## src/rtl/mux4_lane_scheduler_pkg.sv

```systemverilog
// Shared definitions for the 4-lane round-robin burst scheduler.
//   state_t : FSM encoding (IDLE / BURST)
//   lane_t  : lane index type (LANE_W bits)
//   NLANES  : number of lane sources
package mux4_lane_scheduler_pkg;

    localparam int LANE_W = 2;
    localparam int NLANES = 4;

    typedef enum logic {
        IDLE  = 1'b0,
        BURST = 1'b1
    } state_t;

    typedef logic [LANE_W-1:0] lane_t;

endpackage

```

## src/rtl/mux4_lane_scheduler_rr_pick4.sv

```systemverilog
// Combinational round-robin picker for four requesters.
// The search starts at the lane after `last` and wraps, so the lane at `last`
// is considered only when nobody else is requesting.
//   req   in  4  request vector, bit i = lane i wants service
//   last  in  2  most recently granted lane
//   hit   out 1  at least one request found
//   grant out 2  chosen lane (equals last when hit=0)
module rr_pick4
    import mux4_lane_scheduler_pkg::*;
(
    input  logic [NLANES-1:0] req,
    input  lane_t             last,
    output logic              hit,
    output lane_t             grant
);

    lane_t cand;

    // NOTE: every signal written here gets a default first so no latch is inferred.
    always_comb begin
        hit   = 1'b0;
        grant = last;
        cand  = last;
        for (int k = 1; k <= NLANES; k++) begin
            // 2-bit addition wraps naturally modulo 4; k=4 lands back on last.
            cand = last + lane_t'(k);
            if (!hit && req[cand]) begin
                hit   = 1'b1;
                grant = cand;
            end
        end
    end

endmodule

```

## src/rtl/mux4_lane_scheduler.sv

```systemverilog
// Round-robin burst scheduler feeding one registered byte stream from four
// lane sources. A granted lane may deliver up to MAX_BURST bytes before the
// grant rotates; a drained lane gives up its grant immediately.
//   clk_4f                 in   clock, all state on rising edge
//   reset                  in   synchronous, active-high
//   valid0..3              in   lane i has a byte available
//   data_in0..3_mux        in   lane i byte
//   pop0..3                out  lane i byte consumed this cycle (combinational)
//   out_ready              in   downstream accepts dataout_mux this cycle
//   validout               out  dataout_mux holds a valid byte
//   dataout_mux            out  registered output byte
//   sel                    out  currently granted lane (registered)
//   busy                   out  FSM is in BURST
module mux4_lane_scheduler
    import mux4_lane_scheduler_pkg::*;
#(
    parameter int DATA_W    = 8,
    parameter int MAX_BURST = 4
) (
    input  logic              clk_4f,
    input  logic              reset,
    input  logic              valid0,
    input  logic              valid1,
    input  logic              valid2,
    input  logic              valid3,
    input  logic [DATA_W-1:0] data_in0_mux,
    input  logic [DATA_W-1:0] data_in1_mux,
    input  logic [DATA_W-1:0] data_in2_mux,
    input  logic [DATA_W-1:0] data_in3_mux,
    output logic              pop0,
    output logic              pop1,
    output logic              pop2,
    output logic              pop3,
    input  logic              out_ready,
    output logic              validout,
    output logic [DATA_W-1:0] dataout_mux,
    output logic [1:0]        sel,
    output logic              busy
);

    localparam logic [3:0] BURST_LAST = 4'(MAX_BURST - 1);

    state_t            state;
    lane_t             last;
    logic [3:0]        burst_cnt;
    logic [NLANES-1:0] req;
    logic              slot_free;
    logic              acc;
    logic              pick_hit;
    lane_t             pick;
    logic [DATA_W-1:0] sel_data;

    assign req = {valid3, valid2, valid1, valid0};

    // The single output register can take a byte if empty or being drained.
    assign slot_free = !validout || out_ready;

    // Reset gates acc so nothing is popped while reset is asserted.
    assign acc = !reset && (state == BURST) && req[sel] && slot_free;

    assign pop0 = acc && (sel == 2'd0);
    assign pop1 = acc && (sel == 2'd1);
    assign pop2 = acc && (sel == 2'd2);
    assign pop3 = acc && (sel == 2'd3);

    assign busy = (state == BURST);

    always_comb begin
        sel_data = data_in0_mux;
        case (sel)
            2'd0:    sel_data = data_in0_mux;
            2'd1:    sel_data = data_in1_mux;
            2'd2:    sel_data = data_in2_mux;
            default: sel_data = data_in3_mux;
        endcase
    end

    // In BURST, last always equals sel, so the picker naturally checks the
    // current lane last: an exhausted lane yields to any other requester but
    // is re-granted when it is the only one left.
    rr_pick4 u_pick (
        .req   (req),
        .last  (last),
        .hit   (pick_hit),
        .grant (pick)
    );

    // NOTE: sequential state uses non-blocking assignments so every register
    // samples pre-edge values regardless of statement order.
    always_ff @(posedge clk_4f) begin
        if (reset) begin
            state     <= IDLE;
            sel       <= 2'd0;
            last      <= 2'd3;
            burst_cnt <= 4'd0;
        end else begin
            case (state)
                IDLE: begin
                    if (pick_hit) begin
                        state     <= BURST;
                        sel       <= pick;
                        last      <= pick;
                        burst_cnt <= 4'd0;
                    end
                end
                default: begin
                    // Backpressure freezes the whole burst.
                    if (slot_free) begin
                        if (acc && (burst_cnt != BURST_LAST)) begin
                            burst_cnt <= burst_cnt + 4'd1;
                        end else if (pick_hit) begin
                            // Burst exhausted or lane drained: re-grant with no bubble.
                            sel       <= pick;
                            last      <= pick;
                            burst_cnt <= 4'd0;
                        end else begin
                            state <= IDLE;
                        end
                    end
                end
            endcase
        end
    end

    always_ff @(posedge clk_4f) begin
        if (reset) begin
            validout    <= 1'b0;
            dataout_mux <= '0;
        end else if (acc) begin
            validout    <= 1'b1;
            dataout_mux <= sel_data;
        end else if (slot_free) begin
            validout <= 1'b0;
        end
    end

endmodule

```

## config.mk

```make
export PLATFORM = sky130hd
export DESIGN_NAME = mux4_lane_scheduler
export DESIGN_NICKNAME = d
export VERILOG_FILES = /design/src/rtl/mux4_lane_scheduler_pkg.sv /design/src/rtl/mux4_lane_scheduler_rr_pick4.sv /design/src/rtl/mux4_lane_scheduler.sv
export SDC_FILE = /design/constraint.sdc
export NUM_CORES = 1
export LEC_CHECK = 0
export CAP_MARGIN = 15
export CORE_ASPECT_RATIO = 1.5
export CORE_MARGIN = 3
export CORE_UTILIZATION = 30
export CTS_CLUSTER_DIAMETER = 150
export DETAILED_ROUTE_END_ITERATION = 10
export GPL_TIMING_DRIVEN = 0
export SLEW_MARGIN = 10
export SYNTH_ARGS = -nofsm -noshare
export SYNTH_HDL_FRONTEND = slang
export SYNTH_SLANG_ARGS = --single-unit
export TNS_END_PERCENT = 30
```

## constraint.sdc

```tcl
create_clock -name clk_4f -period 2.5 [get_ports clk_4f]
set_input_delay 0.5 -clock clk_4f [delete_from_list [all_inputs] [get_ports clk_4f]]
set_output_delay 0.5 -clock clk_4f [all_outputs]
set_load 0.03 [all_outputs]
```

**Word level (Yosys, flattened, before mapping)**

Index checks and enable logic that the tools add are counted.

- Input bits: 39
- Output and inout bits: 16
- Register bits after elaboration: 18
- Logic and storage cells: 78

- Order comparisons: 5
- Reduce and logical (&&, ||, !) cells: 20
- Add/subtract/negate cells: 4
- Muxes and demuxes: 37
- Equality and inequality tests: 6

Operators with widths:

| cell | number |
|---|---|
| $mux W2 | 12 |
| $pmux W8 S3 | 1 |
| $mux W4 | 4 |
| $lt A2 B3 Y1 const B | 5 |
| $mux W1 | 15 |
| $logic_and A1 B1 Y1 | 11 |
| $bmux W1 S2 | 5 |
| $logic_not A1 Y1 | 5 |
| $add A2 B2 Y2 const B | 2 |
| $add A4 B1 Y4 const B | 1 |
| $eq A2 B2 Y1 const B | 2 |
| $ne A4 B2 Y1 const B | 1 |
| $add A2 B1 Y2 const B | 1 |
| $eq A2 B1 Y1 const B | 1 |
| $logic_not A2 Y1 | 1 |
| $ne A2 B1 Y1 const B | 1 |
| $ne A2 B2 Y1 const B | 1 |
| $reduce_and A2 Y1 | 1 |
| $reduce_bool A2 Y1 | 1 |
| $logic_or A1 B1 Y1 | 1 |

**Longest topological paths before layout**

- Word-level depth: 17
- Mapped depth: 7
- Mapped depth without buffers: 5

**Cells and area by module**

Synthesis repeated with hierarchy kept, for this count alone.

- Cell total of the unflattened synthesis: 121
- Area, all modules: 1071.0 um^2

By module, submodules not included:

| module | times used | area an instance (um^2) | cells each | sequential area each (um^2) |
|---|---|---|---|---|
| mux4_lane_scheduler | 1 | 988.4 | 107 | 360.3 |
| rr_pick4 | 1 | 82.6 | 14 | 0.0 |

**Worst setup path before layout**

No wires, ideal clock.

- Path type: reg2out
- From: register sel[0]
- To: output pop1
- Buffers on the path: 3
- Data required time: 2.000 ns
- Path slack: 0.056 ns
- Data arrival time: 1.944 ns
- Cell stages (with the launch flop): 8
- Cell sequence: dfxtp_1 > clkbuf_1 > mux4_2 > and4b_1 > buf_6 > buf_8 > nand2_1 > nor2_1

- Cells in the longest elaborated chain, start to end: 5
- Elaborated cells between the ends (all ways): 6
- Classes of those cells: eq/ne (1); mux (2); reduce/logical (3)

Ends and longest elaborated chain:

| item | RTL line | text |
|---|---|---|
| start: declaration | mux4_lane_scheduler.sv:37 | `output logic [1:0] sel,` |
| start signal: assignment | mux4_lane_scheduler.sv:101 | `sel <= pick;` |
| start signal: assignment | mux4_lane_scheduler.sv:113 | `sel <= pick;` |
| $bmux W1 S2 | mux4_lane_scheduler.sv:59 | `assign acc = !reset && (state == BURST) && req[sel] && slot_free;` |
| $mux W1 (not written as such) | mux4_lane_scheduler.sv:59 |  |
| $logic_and A1 B1 Y1 (2 in series) | mux4_lane_scheduler.sv:59 |  |
| $logic_and A1 B1 Y1 * | mux4_lane_scheduler.sv:62 | `assign pop1 = acc && (sel == 2'd1);` |
| end: declaration | mux4_lane_scheduler.sv:31 | `output logic pop1,` |

Every way passes the cells marked *; elsewhere a longest branch is shown, timed or not. The select of a mux whose other input is x is not followed.

**Worst setup path after layout**

- From: input valid0
- To: output pop0

- Cells in the longest elaborated chain, start to end: 5

Ends and longest elaborated chain:

| item | RTL line | text |
|---|---|---|
| start: declaration | mux4_lane_scheduler.sv:22 | `input logic valid0,` |
| $bmux W1 S2 | mux4_lane_scheduler.sv:59 |  |
| $mux W1 (not written as such) | mux4_lane_scheduler.sv:59 |  |
| $logic_and A1 B1 Y1 (2 in series) | mux4_lane_scheduler.sv:59 |  |
| $logic_and A1 B1 Y1 | mux4_lane_scheduler.sv:61 | `assign pop0 = acc && (sel == 2'd0);` |
| end: declaration | mux4_lane_scheduler.sv:30 | `output logic pop0,` |

Every way passes these cells. The select of a mux whose other input is x is not followed.

==> metrics <==
outcome finished clean; post-place setup slack -795.8 ps; Synth Instances 109; most common cell after layout, fill and taps aside clkdlybuf4s50_1; Yosys Warn Count 0; Die Span X 55.35 um; Async SR Flop Fraction 0%; IO Port Bufs 54; DIE AREA 4430 um2; Final Cell Area 1740 um2; grt met1 use 16.52%; dpl cell area 1689 um2; Clock transition at path regs 70 ps; Final Hold Viols 0; # setup viols final 0; skew final 4.915 ps; routing usage on met3 4.693%; DP Wirelength 2569 um; Final Max Tran Viols 0; fmax 411.2 MHz; Syn Nets 149; M2 GR Usage 26.30%; max cap viols 0; Worst Setup End Kind output port; starting density of the core 31.79%; GR Overflow Total 0; worst-margin pin slew 516.3 ps; share of layout cells above drive strength 1 17.96%; 1st-pass router iterations 4; top-level I/O count 55; Synth Flop Type dfxtp_1; Core Region 3448 um2; largest net degree at the start of global routing 11; GP Congestion 0.7769; CTS tree built; cell row count 26; DR iter-0 viols 22; Layout area overhead 58.79%; cells on worst reg2reg path 6; clk sinks 18; commonest non-fill, non-tap cells in the layout clkdlybuf4s50_1, dfxtp_1, nor2_1; total number of vias 1,110; post-route ant nets 0; Post-synth EDFFs 0; maximum vdd drop 484.7 uV; Die Ht 80.03 um; crit path max fanout 5; crit path time final 2432 ps; Max Root-Sink Buffers 2; initial antenna violation count 0; clk_lat worst skew 260 ps; Arr. time, crit path 1930 ps; WL per Instance 15.18 um; hold depth 2; Hold WS 494.6 ps; residual DRC count 0; GRT Total Usage 14.83%; Worst Path Required 2000 ps; Static Leak 0.6505 nW; Yosys cell types 31; Seq/Total Area, Yosys 32.88%; Via-to-Cell Ratio 5.311; Num CTS Buffers 3; H-tree Lvls 1; Routed WL 3173 um; first-pass GRT wire length 5223 um; slew margin rel. 65.26%; TNS Setup 0 ps; CP Launch Type input port; vias in the first global route 1,060; Tcrit/Tclk final 97.27%; Setup WS post-layout 68.14 ps; reg2reg setup slack 650 ps; Root Driver clkbuf_8; Seq cells post-synth 18; Synth Cell Area 1096 um2; GRT Max-Usage Layer met2; nets 208; ANT cells 0; Worst Hold Class flip-flop to flip-flop; Power Total 0.0008979 W; power per cell area 515.9 nW/um2; critical path class input port to output port; syn_area_per_cell 10.06 um2
## cells by family (layout without fill, tap and decap cells)
logic type / count (synthesis) / count (layout) / synth area share (%)
compound gates: 16 / 16 / 9.475
mux: 21 / 21 / 29.45
fa+ha+maj: 1 / 1 / 1.141
flops: 18 / 18 / 32.88
simple gates: 43 / 43 / 21.69
buf+inv: 10 / 68 / 5.365
## layer usage
| layer | vias up | part of all wire [%] |
|---|---|---|
| met5 | - | 0 |
| met4 | 0 | 0.69 |
| met3 | 2 | 6.9 |
| met2 | 47 | 53 |
| met1 | 534 | 40 |
| li1 | 527 | - |
## worst max-delay path, cell delays in order
cell and delay (ps):
clkdlybuf4s15_2 210, mux4_2 480, buf_4 160, nand4b_1 160
nor3_1 70, dlygate4sd2_1 370
## area by class of cell
type	count	area, um2
fill	355	1708
multi-input combinational	81	684.4
timing repair buffer	56	543.0
sequential	18	365.4
clock buffer	4	55.05
tap	42	52.55
buffer	6	32.53
inverter	2	7.507
## final timing paths
| kind | startpoint | endpoint |
|---|---|---|
| max | valid0 | pop0 |
| min | dataout_mux[3]$_SDFFE_PP0N_ | dataout_mux[3]$_SDFFE_PP0N_ |
| max reg2reg | sel[1]$_SDFFE_PP0P_ | sel[0]$_SDFFE_PP0P_ |
| min reg2reg | dataout_mux[3]$_SDFFE_PP0N_ | dataout_mux[3]$_SDFFE_PP0N_ |
## flip-flops by register name, summed over array words and instances, names as in the netlist
register,flops
sel,2
burst_cnt,4
validout,1
dataout_mux,8
last,2
busy,1
## timing repair
action                     CTS  global route
setup endpoints to repair    4             4
hold buffers                 0             0
setup buffers                2             0
cloned                       0             0
gates resized for setup     34             4
## where the power goes
part | switching, W | internal, W
Combinational | 0.000143 | 0.000181
Clock | 0.0000990 | 0.000140
Sequential | 0.0000243 | 0.000311
Total | 0.000266 | 0.000632
## metrics by stage
stage	utilization (%)	std cells
finish	50.47	209
CTS	50.76	210
detailed placement	48.98	205
global placement	48.98	205
global route	50.47	209
floorplan	-	109
## Yosys cell counts (all sizes together) (2+ instances only)
cell type   n  share of area, %
buf         4               3.3
nand4b      2               1.6
nand2b      5               2.9
mux4        9                18
nor3        2              0.91
nor2       13               4.5
clkbuf      4               1.4
nand3       2              0.91
mux2i      12                11
a311oi      2               2.2
o21ai       2              0.91
dfxtp      18                33
nand3b      2               1.4
nand2       5               1.7
a21oi       9               4.1
nor4        2               1.1
inv         2              0.69
or3         3               1.7
nor3b       2               1.4
Note: power is estimated with default switching activity, not from simulation.
==> patch 1, RTL diff (same settings) <==
Reset style: asynchronous (`reset`), changed in 2 clocked blocks.
--- a/src/rtl/mux4_lane_scheduler.sv
+++ b/src/rtl/mux4_lane_scheduler.sv
@@ -87,7 +87,7 @@
 
     // NOTE: sequential state uses non-blocking assignments so every register
     // samples pre-edge values regardless of statement order.
-    always_ff @(posedge clk_4f) begin
+    always_ff @(posedge clk_4f or posedge reset) begin
         if (reset) begin
             state     <= IDLE;
             sel       <= 2'd0;
@@ -122,7 +122,7 @@
         end
     end
 
-    always_ff @(posedge clk_4f) begin
+    always_ff @(posedge clk_4f or posedge reset) begin
         if (reset) begin
             validout    <= 1'b0;
             dataout_mux <= '0;
Function: differs if reset is asserted again (counterexample within 4 cycles, from zero or initial values and one cycle with reset high); with reset held inactive, the same outputs for 10 cycles.
==> patch 1 against the unedited design <==
  * Area after synthesis is 4.7% higher
  * Worst hold slack got worse by 0.0050 ns
  * Wire length increased by 4.9%
  * Critical path type unchanged
  * Final area is 3.5% higher
  * Register-to-register slack lost 0.06 ns
  * Setup slack improved by 0.023 ns
  * Highest routed layer unchanged
  * Sequential cell count stayed put
Power is not compared: it rests on default switching activity, and its combinational part moved more than twofold at a synthesized area within 25%.
==> patch 1: results (changes against the unedited design) <==
GRT Overall Usage: 15.50% (+0.67 points)
Synthesized area per cell: 11.83 um2 (+18%)
Fraction of synthesized area in multiplexers: 29.66% (+0.21 points)
GR Util met1: 16.94% (+0.43 points)
Post-detailed-route wirelength per cell: 16.73 um (+10%)
Run status: finished clean
Distinct cells, synth: 33 (+6.5%)
Post-placement setup slack: -0.5335 ns (+0.2623 ns)
Predominant post-synthesis flop cell: sky130_fd_sc_hd__dfrtp_1
Wire length on met3: 165 um (-24%)
Startpoint of the worst setup timing path: reset
Pin count of the biggest net entering global routing: 19 (+8)
Last weighted congestion value of the routability-driven placer: 0.8371 (+7.7%)
Cell at the slowest stage of the critical path: sky130_fd_sc_hd__clkdlybuf4s50_1
Met3 Use GR: 3.145% (-1.5 points)
Final HPWL from detailed placement: 2586 um (+0.65%)
Routed wl met2: 1821 um (+8.7%)
Dominant cells by area after synthesis: sky130_fd_sc_hd__dfrtp_1 35%, sky130_fd_sc_hd__mux4_2 14%, sky130_fd_sc_hd__mux2_1 6.9%, sky130_fd_sc_hd__dfstp_2 4.6%, sky130_fd_sc_hd__mux2i_1 3.5%
Routed metal-1 wire length: 1231 um (-2.0%)
Fraction of the mapped netlist area in compound gates: 12.00% (+2.5 points)
Reg2reg path depth: 4 (-2)
Syn nets: 137 (-8.1%)
Arithmetic-cell share of the synthesized area counting full adders, half adders and majority gates: 1.091% (-0.051 points)
Number of cells on the worst hold path: 1 (-1)
Worst Max-Slew Pin Slew: 0.7452 ns (+0.2289 ns)
Via density: 5.312 (about the same)
-- patch 1: changes by cell type in the layout (fill, tap and decap cells not counted), sizes merged, moves of 3 or more --
cell / before / now
nor2: 13 / 4
mux2: 0 / 10
o21ai: 2 / 5
nor2b: 1 / 4
buf: 10 / 7
dfrtp: 0 / 16
a21oi: 9 / 6
inv: 2 / 6
mux2i: 12 / 4
dfxtp: 18 / 0
nor3: 2 / 6
-- patch 1: final timing paths --
check / to / slack (ns)
max: pop3 / 0.09
min in group asynchronous: sel[1]$_DFFE_PP0P_ / 0.80
max in group asynchronous: dataout_mux[4]$_DFFE_PP0N_ / 1.23
min reg2reg: dataout_mux[1]$_DFFE_PP0N_ / 0.49
max reg2reg: sel[1]$_DFFE_PP0P_ / 0.59
min: dataout_mux[1]$_DFFE_PP0N_ / 0.49
-- patch 1: final cells by class --
type,instances,area [um2]
clock buffers,4,45.04
repair buffers,56,548.0
well taps,42,52.55
inverters,6,22.52
flip-flops and latches,18,452.9
plain buffers,2,8.758
fillers,351,1745
multi-input cells,71,670.6
-- patch 1: through the flow --
stage	setup TNS, ns	area [um2]
6_report	0	1800
5_1_grt	0	1800
4_1_cts	-0.1471	1783
3_5_place_dp	-2.084	1740
3_3_place_gp	-1.948	1740
2_1_floorplan	0	1147
-- patch 1: repair_timing --
action / in CTS / in global routing
gates cloned: 0 / 0
endpoints found under the setup margin: 4 / 4
resized for setup: 21 / 10
setup buffers: 0 / 2
pin swaps: 0 / 2
-- patch 1: worst max-delay path, delay by kind of cell --
| kind | cells | cell delay [ns] |
|---|---|---|
| compound gates | 1 | 0.21 |
| buf+inv | 2 | 0.71 |
| simple gates | 3 | 0.49 |
-- patch 1: report_power, final --
group          switching, uW  leakage (uW)  internal (uW)
clock network            107     0.0000228            114
registers               89.1      0.000216            423
logic                    583      0.000519            545
==> patch 2, RTL diff (same flow settings) <==
Without the edit above. Change the parameter `DATA_W` from 8 to 9.
--- a/src/rtl/mux4_lane_scheduler.sv
+++ b/src/rtl/mux4_lane_scheduler.sv
@@ -14,7 +14,7 @@
 module mux4_lane_scheduler
     import mux4_lane_scheduler_pkg::*;
 #(
-    parameter int DATA_W    = 8,
+    parameter int DATA_W    = 9,
     parameter int MAX_BURST = 4
 ) (
     input  logic              clk_4f,
Interface: changed (5 resized); port bits go from 55 to 60. The function was not compared with the original's and may differ.
==> patch 2 against the unedited design <==
  * Count of clock-buffer cells in the layout is 1 lower
  * Die area increased by 14%
  * Via count rose by 14%
  * Wire length up 23%
  * Final area rose by 12%
  * Register-to-register slack better by 0.21 ns
  * Global-route usage increased by 1.5 points
  * Sequential cell count increased by 1
  * Power grew 7.5%
  * Area after synthesis rose by 15%
  * Fmax is 1.4% higher
  * Setup slack better by 0.034 ns
  * Worst hold slack worse by 0.017 ns
  * Critical path type unchanged
  * Critical endpoint unchanged
  * Largest cell class unchanged
==> patch 2: results (changes against the unedited design) <==
Sequential cell area fraction in the yosys report: 30.13% (-2.7 points)
GRT Overall Usage: 16.36% (+1.5 points)
Maximum cell stage delay along the critical path: 0.58 ns (+0.10 ns)
Sequential group share of total power: 35.5% (-1.9 points)
Syn nets: 176 (+18%)
# port buffers: 59 (+9.3%)
Pin count of the biggest net entering global routing: 12 (+1)
Met3 Use GR: 2.131% (-2.6 points)
GR Util met1: 19.60% (+3.1 points)
Top cells by count, synth: 19 x sky130_fd_sc_hd__dfxtp_1, 17 x sky130_fd_sc_hd__a21oi_1, 11 x sky130_fd_sc_hd__nand3_1, 9 x sky130_fd_sc_hd__mux4_2, 9 x sky130_fd_sc_hd__o21ai_0
Maximum clock skew at final layout: 0.008702 ns (+0.003788 ns)
IR Drop Worst-Case VDD: 0.3280 mV (-32%)
Fraction of synthesized area in multiplexers: 20.42% (-9.0 points)
Worst flop-to-flop path startpoint: sel[0]$_SDFFE_PP0P_
Global-route wire length before repair: 6368 um (+22%)
Via count of the first global-routing pass: 1380 (+30%)
Placed Area: 1909 um2 (+13%)
Leak Pwr: 0.0006945 uW (+6.8%)
Met2 Resource Use GR: 28.37% (+2.1 points)
Startpoint of the worst setup timing path: valid2
Routed wl met2: 2015 um (+20%)
Worst Max-Slew Pin Slew: 0.5104 ns (-0.005825 ns)
Arrival time at the worst endpoint: 1.90 ns (-0.03 ns)
Run status: finished clean
DR vias: 1267 (+14%)
Wire length on met3: 179 um (-18%)
Number of placed instances with taps included: 236 (+15%)
Total wire length: 3908 um (+23%)
Worst min-delay path startpoint: dataout_mux[8]$_SDFFE_PP0N_
Final HPWL from detailed placement: 3168 um (+23%)
Number of violations reported at the end of detailed-routing iteration 0: 21 (-4.5%)
Minimum hold slack: 0.4778 ns (-0.01685 ns)
Routed metal-1 wire length: 1607 um (+28%)
Clock net power: 222 uW (-7%)
Internal: 644.0 uW (+1.9%)
Distinct cells, synth: 37 (+19%)
Synthesized area per cell: 9.564 um2 (-4.9%)
Dominant cells by area after synthesis: sky130_fd_sc_hd__dfxtp_1 30%, sky130_fd_sc_hd__mux4_2 16%, sky130_fd_sc_hd__a21oi_1 6.7%, sky130_fd_sc_hd__nand3_1 4.4%, sky130_fd_sc_hd__o21ai_0 3.6%
Timing-limited maximum frequency: 417.0 MHz (+1.4%)
[patch 2: cell count changes in the layout (fill, tap and decap cells not counted), moves of 3 or more]
cell,change
sky130_fd_sc_hd__nand3_1,+9
sky130_fd_sc_hd__clkdlybuf4s50_1,+8
sky130_fd_sc_hd__nor2_1,-7
sky130_fd_sc_hd__a21oi_1,+8
sky130_fd_sc_hd__nor3_1,+4
sky130_fd_sc_hd__mux2i_1,-11
sky130_fd_sc_hd__or3_1,-3
sky130_fd_sc_hd__inv_1,+4
sky130_fd_sc_hd__o21ai_0,+7
sky130_fd_sc_hd__dfxtp_1,+3
[patch 2: layout make-up]
class / instances / area, um2
plain buffers: 9 / 58.81
clock buffers: 3 / 41.29
clock inverters: 1 / 5.005
fillers: 401 / 2048
inverters: 6 / 22.52
multi-input cells: 98 / 802.0
flip-flops and latches: 19 / 380.4
well taps: 45 / 56.30
repair buffers: 60 / 579.3
